## config.mk

```make
export PLATFORM = sky130hd
export DESIGN_NAME = tooth_sync_ctrl
export DESIGN_NICKNAME = d
export VERILOG_FILES = /design/src/rtl/capture_pkg.sv /design/src/rtl/period_meas.sv /design/src/rtl/tooth_sync_ctrl.sv
export SDC_FILE = /design/constraint.sdc
export NUM_CORES = 1
export LEC_CHECK = 0
export CELL_PAD_IN_SITES_DETAIL_PLACEMENT = 1
export CELL_PAD_IN_SITES_GLOBAL_PLACEMENT = 2
export CORE_MARGIN = 3
export CORE_UTILIZATION = 36
export DETAILED_ROUTE_END_ITERATION = 8
export GPL_TIMING_DRIVEN = 0
export PLACE_DENSITY = 0.87
export REMOVE_ABC_BUFFERS = 1
export SLEW_MARGIN = 30
export SYNTH_ARGS = -nofsm -noshare
export SYNTH_HDL_FRONTEND = slang
export SYNTH_SLANG_ARGS = --single-unit
export TNS_END_PERCENT = 1
```

## constraint.sdc

```tcl
create_clock -name clk -period 6.9 [get_ports clk]
set_input_delay 1.38 -clock clk [delete_from_list [all_inputs] [get_ports clk]]
set_output_delay 1.38 -clock clk [all_outputs]
set_load 0.005 [all_outputs]
```

## src/rtl/capture_pkg.sv

```systemverilog
// Shared types and default widths for the crank-wheel tooth capture blocks.
// Holds the sync FSM state encoding used by tooth_sync_ctrl.
package capture_pkg;

    localparam int PWIDTH_DEF = 24;
    localparam int TWIDTH_DEF = 6;

    typedef enum logic [2:0] {
        ST_STOP   = 3'd0,
        ST_FIRST  = 3'd1,
        ST_SECOND = 3'd2,
        ST_SEARCH = 3'd3,
        ST_SYNCED = 3'd4
    } state_e;

    // States in which the interval counter holds a meaningful edge-to-edge time
    function automatic logic is_run_state(input state_e s);
        return (s == ST_SECOND) || (s == ST_SEARCH) || (s == ST_SYNCED);
    endfunction

endpackage

```

## src/rtl/period_meas.sv

```systemverilog
// Saturating edge-to-edge interval counter with period latch and reload.
// A reload makes the counter read 1 on the following cycle, so edges N cycles apart latch N.
module period_meas
    import capture_pkg::*;
#(
    parameter int PWIDTH = PWIDTH_DEF
) (
    input  logic              clk,
    input  logic              rst,
    input  logic              clr,
    input  logic              reload,
    input  logic              latch,
    output logic [PWIDTH-1:0] count,
    output logic [PWIDTH-1:0] period,
    output logic              sat
);

    localparam logic [PWIDTH-1:0] CNT_ZERO = {PWIDTH{1'b0}};
    localparam logic [PWIDTH-1:0] CNT_ONE  = {{(PWIDTH-1){1'b0}}, 1'b1};
    localparam logic [PWIDTH-1:0] CNT_MAX  = {PWIDTH{1'b1}};

    logic [PWIDTH-1:0] count_r;
    logic [PWIDTH-1:0] period_r;

    // Interval counter: clear, reload to 1, or count up and stick at all-ones
    always_ff @(posedge clk) begin
        if (rst) begin
            count_r <= CNT_ZERO;
        end else if (clr) begin
            count_r <= CNT_ZERO;
        end else if (reload) begin
            count_r <= CNT_ONE;
        end else if (count_r != CNT_MAX) begin
            count_r <= count_r + CNT_ONE;
        end else begin
            count_r <= count_r;
        end
    end

    // Period latch captures the pre-reload count on a measuring edge
    always_ff @(posedge clk) begin
        if (rst) begin
            period_r <= CNT_ZERO;
        end else if (latch) begin
            period_r <= count_r;
        end else begin
            period_r <= period_r;
        end
    end

    assign count  = count_r;
    assign period = period_r;
    assign sat    = (count_r == CNT_MAX);

endmodule

```

## src/rtl/tooth_sync_ctrl.sv

```systemverilog
// Missing-tooth wheel synchroniser: measures tooth periods, finds the gap,
// tracks the tooth index and flags tooth-count mismatches and stalls.
module tooth_sync_ctrl
    import capture_pkg::*;
#(
    parameter int PWIDTH = PWIDTH_DEF,
    parameter int TWIDTH = TWIDTH_DEF
) (
    input  logic              clk,
    input  logic              rst,
    input  logic              ena,
    input  logic              edge_in,
    input  logic [TWIDTH-1:0] teeth_val,
    output logic [PWIDTH-1:0] period,
    output logic              period_valid,
    output logic [TWIDTH-1:0] tooth_cnt,
    output logic              gap,
    output logic              sync,
    output logic              err_tooth,
    output logic              stall
);

    localparam logic [TWIDTH-1:0] TOOTH_ZERO = {TWIDTH{1'b0}};
    localparam logic [TWIDTH-1:0] TOOTH_ONE  = {{(TWIDTH-1){1'b0}}, 1'b1};

    state_e            state_r, state_nxt_s;
    logic [PWIDTH-1:0] prev_r, prev_nxt_s;
    logic [PWIDTH-1:0] count_s;
    logic              sat_s, run_s, edge_s, sat_evt_s, meas_edge_s, clr_s, is_gap_s;

    logic              period_valid_r, period_valid_nxt_s;
    logic [TWIDTH-1:0] tooth_cnt_r, tooth_cnt_nxt_s;
    logic              gap_r, gap_nxt_s;
    logic              sync_r, sync_nxt_s;
    logic              err_tooth_r, err_tooth_nxt_s;
    logic              stall_r, stall_nxt_s;

    assign run_s       = is_run_state(state_r);
    assign edge_s      = ena & edge_in & (state_r != ST_STOP);
    assign sat_evt_s   = ena & run_s & sat_s;
    assign meas_edge_s = edge_s & run_s & ~sat_s;
    assign clr_s       = ~ena | (state_r == ST_STOP);
    // Extra bit keeps 2*prev from wrapping for large periods
    assign is_gap_s    = ({1'b0, count_s} >= {prev_r, 1'b0});

    period_meas #(.PWIDTH(PWIDTH)) u_meas (
        .clk    (clk),
        .rst    (rst),
        .clr    (clr_s),
        .reload (edge_s),
        .latch  (meas_edge_s),
        .count  (count_s),
        .period (period),
        .sat    (sat_s)
    );

    // State and registered outputs
    always_ff @(posedge clk) begin
        if (rst) begin
            state_r        <= ST_STOP;
            prev_r         <= {PWIDTH{1'b0}};
            period_valid_r <= 1'b0;
            tooth_cnt_r    <= TOOTH_ZERO;
            gap_r          <= 1'b0;
            sync_r         <= 1'b0;
            err_tooth_r    <= 1'b0;
            stall_r        <= 1'b0;
        end else begin
            state_r        <= state_nxt_s;
            prev_r         <= prev_nxt_s;
            period_valid_r <= period_valid_nxt_s;
            tooth_cnt_r    <= tooth_cnt_nxt_s;
            gap_r          <= gap_nxt_s;
            sync_r         <= sync_nxt_s;
            err_tooth_r    <= err_tooth_nxt_s;
            stall_r        <= stall_nxt_s;
        end
    end

    // Next-state logic; a saturating edge restarts as if it were the first edge
    always_comb begin
        state_nxt_s = state_r;
        if (!ena) begin
            state_nxt_s = ST_STOP;
        end else begin
            case (state_r)
                ST_STOP:  state_nxt_s = ST_FIRST;
                ST_FIRST: state_nxt_s = edge_s ? ST_SECOND : ST_FIRST;
                ST_SECOND, ST_SEARCH, ST_SYNCED: begin
                    if (sat_evt_s) begin
                        state_nxt_s = edge_s ? ST_SECOND : ST_FIRST;
                    end else if (meas_edge_s) begin
                        if (state_r == ST_SECOND) begin
                            state_nxt_s = ST_SEARCH;
                        end else if (state_r == ST_SEARCH) begin
                            state_nxt_s = is_gap_s ? ST_SYNCED : ST_SEARCH;
                        end else if (is_gap_s) begin
                            state_nxt_s = (tooth_cnt_r == teeth_val) ? ST_SYNCED : ST_SEARCH;
                        end else begin
                            state_nxt_s = (tooth_cnt_r < teeth_val) ? ST_SYNCED : ST_SEARCH;
                        end
                    end else begin
                        state_nxt_s = state_r;
                    end
                end
                default: state_nxt_s = ST_STOP;
            endcase
        end
    end

    // Output logic: next values of the registered outputs
    always_comb begin
        period_valid_nxt_s = 1'b0;
        gap_nxt_s          = 1'b0;
        err_tooth_nxt_s    = 1'b0;
        tooth_cnt_nxt_s    = tooth_cnt_r;
        sync_nxt_s         = sync_r;
        stall_nxt_s        = stall_r;
        prev_nxt_s         = prev_r;
        if (!ena) begin
            sync_nxt_s      = 1'b0;
            tooth_cnt_nxt_s = TOOTH_ZERO;
        end else begin
            case (state_r)
                ST_STOP: begin
                    sync_nxt_s      = 1'b0;
                    tooth_cnt_nxt_s = TOOTH_ZERO;
                end
                ST_FIRST: begin
                    stall_nxt_s = edge_s ? 1'b0 : stall_r;
                end
                ST_SECOND, ST_SEARCH, ST_SYNCED: begin
                    if (sat_evt_s) begin
                        stall_nxt_s = 1'b1;
                        sync_nxt_s  = 1'b0;
                    end else if (meas_edge_s) begin
                        stall_nxt_s        = 1'b0;
                        period_valid_nxt_s = 1'b1;
                        prev_nxt_s         = count_s;
                        if (state_r == ST_SEARCH && is_gap_s) begin
                            tooth_cnt_nxt_s = TOOTH_ZERO;
                            gap_nxt_s       = 1'b1;
                            sync_nxt_s      = 1'b1;
                        end else if (state_r == ST_SYNCED) begin
                            if (is_gap_s && tooth_cnt_r == teeth_val) begin
                                tooth_cnt_nxt_s = TOOTH_ZERO;
                                gap_nxt_s       = 1'b1;
                            end else if (!is_gap_s && tooth_cnt_r < teeth_val) begin
                                tooth_cnt_nxt_s = tooth_cnt_r + TOOTH_ONE;
                            end else begin
                                err_tooth_nxt_s = 1'b1;
                                sync_nxt_s      = 1'b0;
                            end
                        end else begin
                            tooth_cnt_nxt_s = tooth_cnt_r;
                        end
                    end else begin
                        stall_nxt_s = stall_r;
                    end
                end
                default: begin
                    sync_nxt_s      = 1'b0;
                    tooth_cnt_nxt_s = TOOTH_ZERO;
                end
            endcase
        end
    end

    assign period_valid = period_valid_r;
    assign tooth_cnt    = tooth_cnt_r;
    assign gap          = gap_r;
    assign sync         = sync_r;
    assign err_tooth    = err_tooth_r;
    assign stall        = stall_r;

endmodule

```

==> summary.md <==
| Metric | Value |
|---|---|
| Status | `finished clean` |
| Post-synth top area share | `40.0%` |
| Seq cells post-synth | `86` |
| Routability cong. | `~0.88` |
| Ys flop type | `dfxtp_1` |
| Worst slew margin | `43.9%` |
| CTS clk-pin slew, worst paths | `0.06 ns` |
| Mapped Cells | `527` |
| TritonCTS clock tree | `yes` |
| Total of max-cap violations | `0` |
| Post-Route WL | `10900 um` |
| Startpoint types | `input pin` |
| Final slew viol count | `0` |
| Sequential area share after synthesis | `between 40% and 50%` |
| Crit Path Max Fanout | `6` |
| Die X | `roughly 120 um` |
| RSZ-0062 raised after global routing | `no` |
| CP Class | `in -> reg` |
| Cts repair resizes | `0` |
| Post-CTS setup buffer count | `0` |
| Routed Antenna Nets | `0` |
| Gr usage total | `approximately 18%` |
| Worst-case vdd ir drop | `0.000103 V` |
| Avg Vias per Cell | `5.24` |
| Area Growth Syn to Fin | `19.6%` |
| Boundary Pins | `45` |
| First-pass DRT Iterations | `4` |
| Initial antenna violation count | `0` |
| Reg2Reg Capture Point | `sync$_SDFFE_PP0P_` |
| Synth unique cells | `58` |
| Most frequent cells after synthesis | `nand2_1 (108), dfxtp_1 (86), a21oi_1 (62)` |
| Detailed placer's ending HPWL | `8090 um` |
| Layout cells sized above 1 | `6.88%` |
| Global-route wire length before repair | `19000 um` |
| Pin count of the biggest net entering global routing | `31` |
| Most frequent cell after synthesis | `nand2_1` |
| Area leader, netlist | `dfxtp_1` |
| Reg-to-reg slack, setup | `3.85 ns` |
| Avg Inst Size Synth | `8.16 um^2` |
| Synth warn | `0` |
| Row Count | `39` |
| Worst path required time | `7.17 ns` |
| Num CTS Buffers | `9` |
| Die area | `0.0133 mm^2` |
| Post-synth EDFFs | `0` |
| H-tree Lvls | `3` |
| Vias in the first global route | `3920` |
| ANT cells | `0` |
| Routed WL per cell | `15.4 um` |
| Slew @ Worst Pin | `~0.84 ns` |
| Hold depth | `2` |
| Clk_lat worst skew | `approximately 0.34 ns` |
| Fmax | `277 MHz` |
| Post-layout min period | `3.61 ns` |
| Worst hold path type | `reg -> reg` |
| Async set or reset register ratio after synthesis | `0%` |
| Root buffer selected by CTS | `clkbuf_16` |
| Power Density | `192 mW/mm^2` |
| Critical Path End Type | `flop` |
| Clock Path Buffers | `2` |
| Fin crit share | `52.3%` |
| DR vias | `3721` |
| Crit path arrival time | `3.88 ns` |
| Detailed Route Iter0 Violations | `133` |
| Final setup violation count | `0` |
| Final core occ | `between 40% and 50%` |
| DIE HEIGHT | `115 um` |
| Setup tns final | `0 ns` |
| Final Hold Viols | `0` |
| Max Clock Skew | `0.00778 ns` |
| Post-CTS Hold Buffers | `0` |
| Critical R2R Launch | `u_meas.count[20]$_SDFFE_PP0P_` |
| Lkg Pwr | `1.79 nW` |
| Hold_sp | `u_meas.period[7]$_SDFFE_PP0P_` |
| PortBufs | `between 40 and 50` |
| Initial core utilization | `37.2%` |
| Synth Cell Area | `around 0.0043 mm^2` |
| Synth top area cells | `dfxtp_1 (40%), nand2_1 (9.4%), ha_1 (9.0%)` |
| GR Overflow Total | `0` |
| Nets@finish | `around 600` |
| WHS Endpoint | `u_meas.period[7]$_SDFFE_PP0P_` |
| Reg2reg path depth | `9` |
| Final Total Pwr | `986 uW` |
| Clock sink total | `86` |
| DR DRC count | `0` |
| Core ar. | `0.0116 mm^2` |
==> worst max-delay path, stage by stage <==
cell and delay [ns]:
clkdlybuf4s50_1 0.45, inv_1 0.04, ha_1 0.29, nor2b_1 0.13, o21a_1 0.16, o21ai_0 0.17
a21oi_1 0.15, nor4_2 0.29, o21ai_1 0.20, a211oi_4 0.39, mux2i_1 0.21
==> metal layers <==
layer,vias to the layer above,part of all wire (%),track usage (%)
li1,1870,-,-
met5,-,0,0
met1,1780,46,21.7
met3,17,2.4,2.47
met2,54,50,31.1
met4,0,2.0,7.20
==> worst max-delay path by stage <==
stage	start	cells past startpoint	slack [ns]	end
after floorplan	teeth_val[1]	10	3.74	tooth_cnt[1]$_SDFFE_PP0P_
after global placement	rst	6	2.21	tooth_cnt[2]$_SDFFE_PP0P_
after detailed placement	teeth_val[1]	11	2.93	tooth_cnt[1]$_SDFFE_PP0P_
after CTS	teeth_val[1]	11	3.27	tooth_cnt[1]$_SDFFE_PP0P_
after global routing	teeth_val[1]	11	3.11	tooth_cnt[4]$_SDFFE_PP0P_
final	teeth_val[1]	11	3.29	tooth_cnt[1]$_SDFFE_PP0P_
==> power by group <==
| part | leakage, nW | internal, mW | switching (mW) |
|---|---|---|---|
| clock | 0.124 | 0.253 | 0.202 |
| combinational | 0.974 | 0.0124 | 0.0197 |
| sequential | 0.693 | 0.497 | 0.00183 |
| total | 1.79 | 0.763 | 0.223 |
==> registers in the layout, indices dropped and copies added (netlist names) <==
name and flops:
tooth_cnt 6, stall 1, state_r 3, u_meas.period 24, err_tooth 1, period_valid 1
gap 1, prev_r 24, sync 1, u_meas.count 24
==> through the flow <==
step / worst slack [ns] / hold slack [ns] / instance area [um^2] / instances
after floorplan: 3.74 / 0.430 / 4190 / 505
after global placement: 2.21 / 0.444 / 4810 / 692
after detailed placement: 2.93 / 0.450 / 4870 / 694
after CTS: 3.27 / 0.459 / 5140 / 710
after global routing: 3.11 / 0.475 / 5140 / 710
final: 3.29 / 0.455 / 5140 / 710
==> layout make-up <==
type / count / area (um^2)
multi-input cells: 386 / 2350
clock inverters: 5 / 35.0
inverters: 33 / 124
repair buffers: 46 / 490
well taps: 143 / 179
fillers: 1386 / 6420
clock buffers: 11 / 243
flip-flops and latches: 86 / 1720
==> placed cells by master (no fill, tap or decap), drive strengths merged, types with 8 or more instances in the layout <==
cell             n
a21oi           64
clkbuf          11
clkdlybuf4s50   43
dfxtp           86
ha              31
inv             33
nand2          108
nand3            8
nand4           14
nor2            44
nor3            11
o21ai           24
xnor2            8
xor2            14
==> logic make-up (layout without fill, tap and decap cells) <==
kind of cell	after synthesis	in the layout	share of synthesized area, %
AOI/OAI and AO/OA	116	116	16.8
xor gates and xnor gates	22	22	4.48
adders and majority gates	31	31	9.01
buffers and inverters	55	95	5.55
DFF	86	86	40.0
muxes	3	3	0.727
and+or+nand+nor	214	214	23.4
Power figures use the tool's default switching activity.
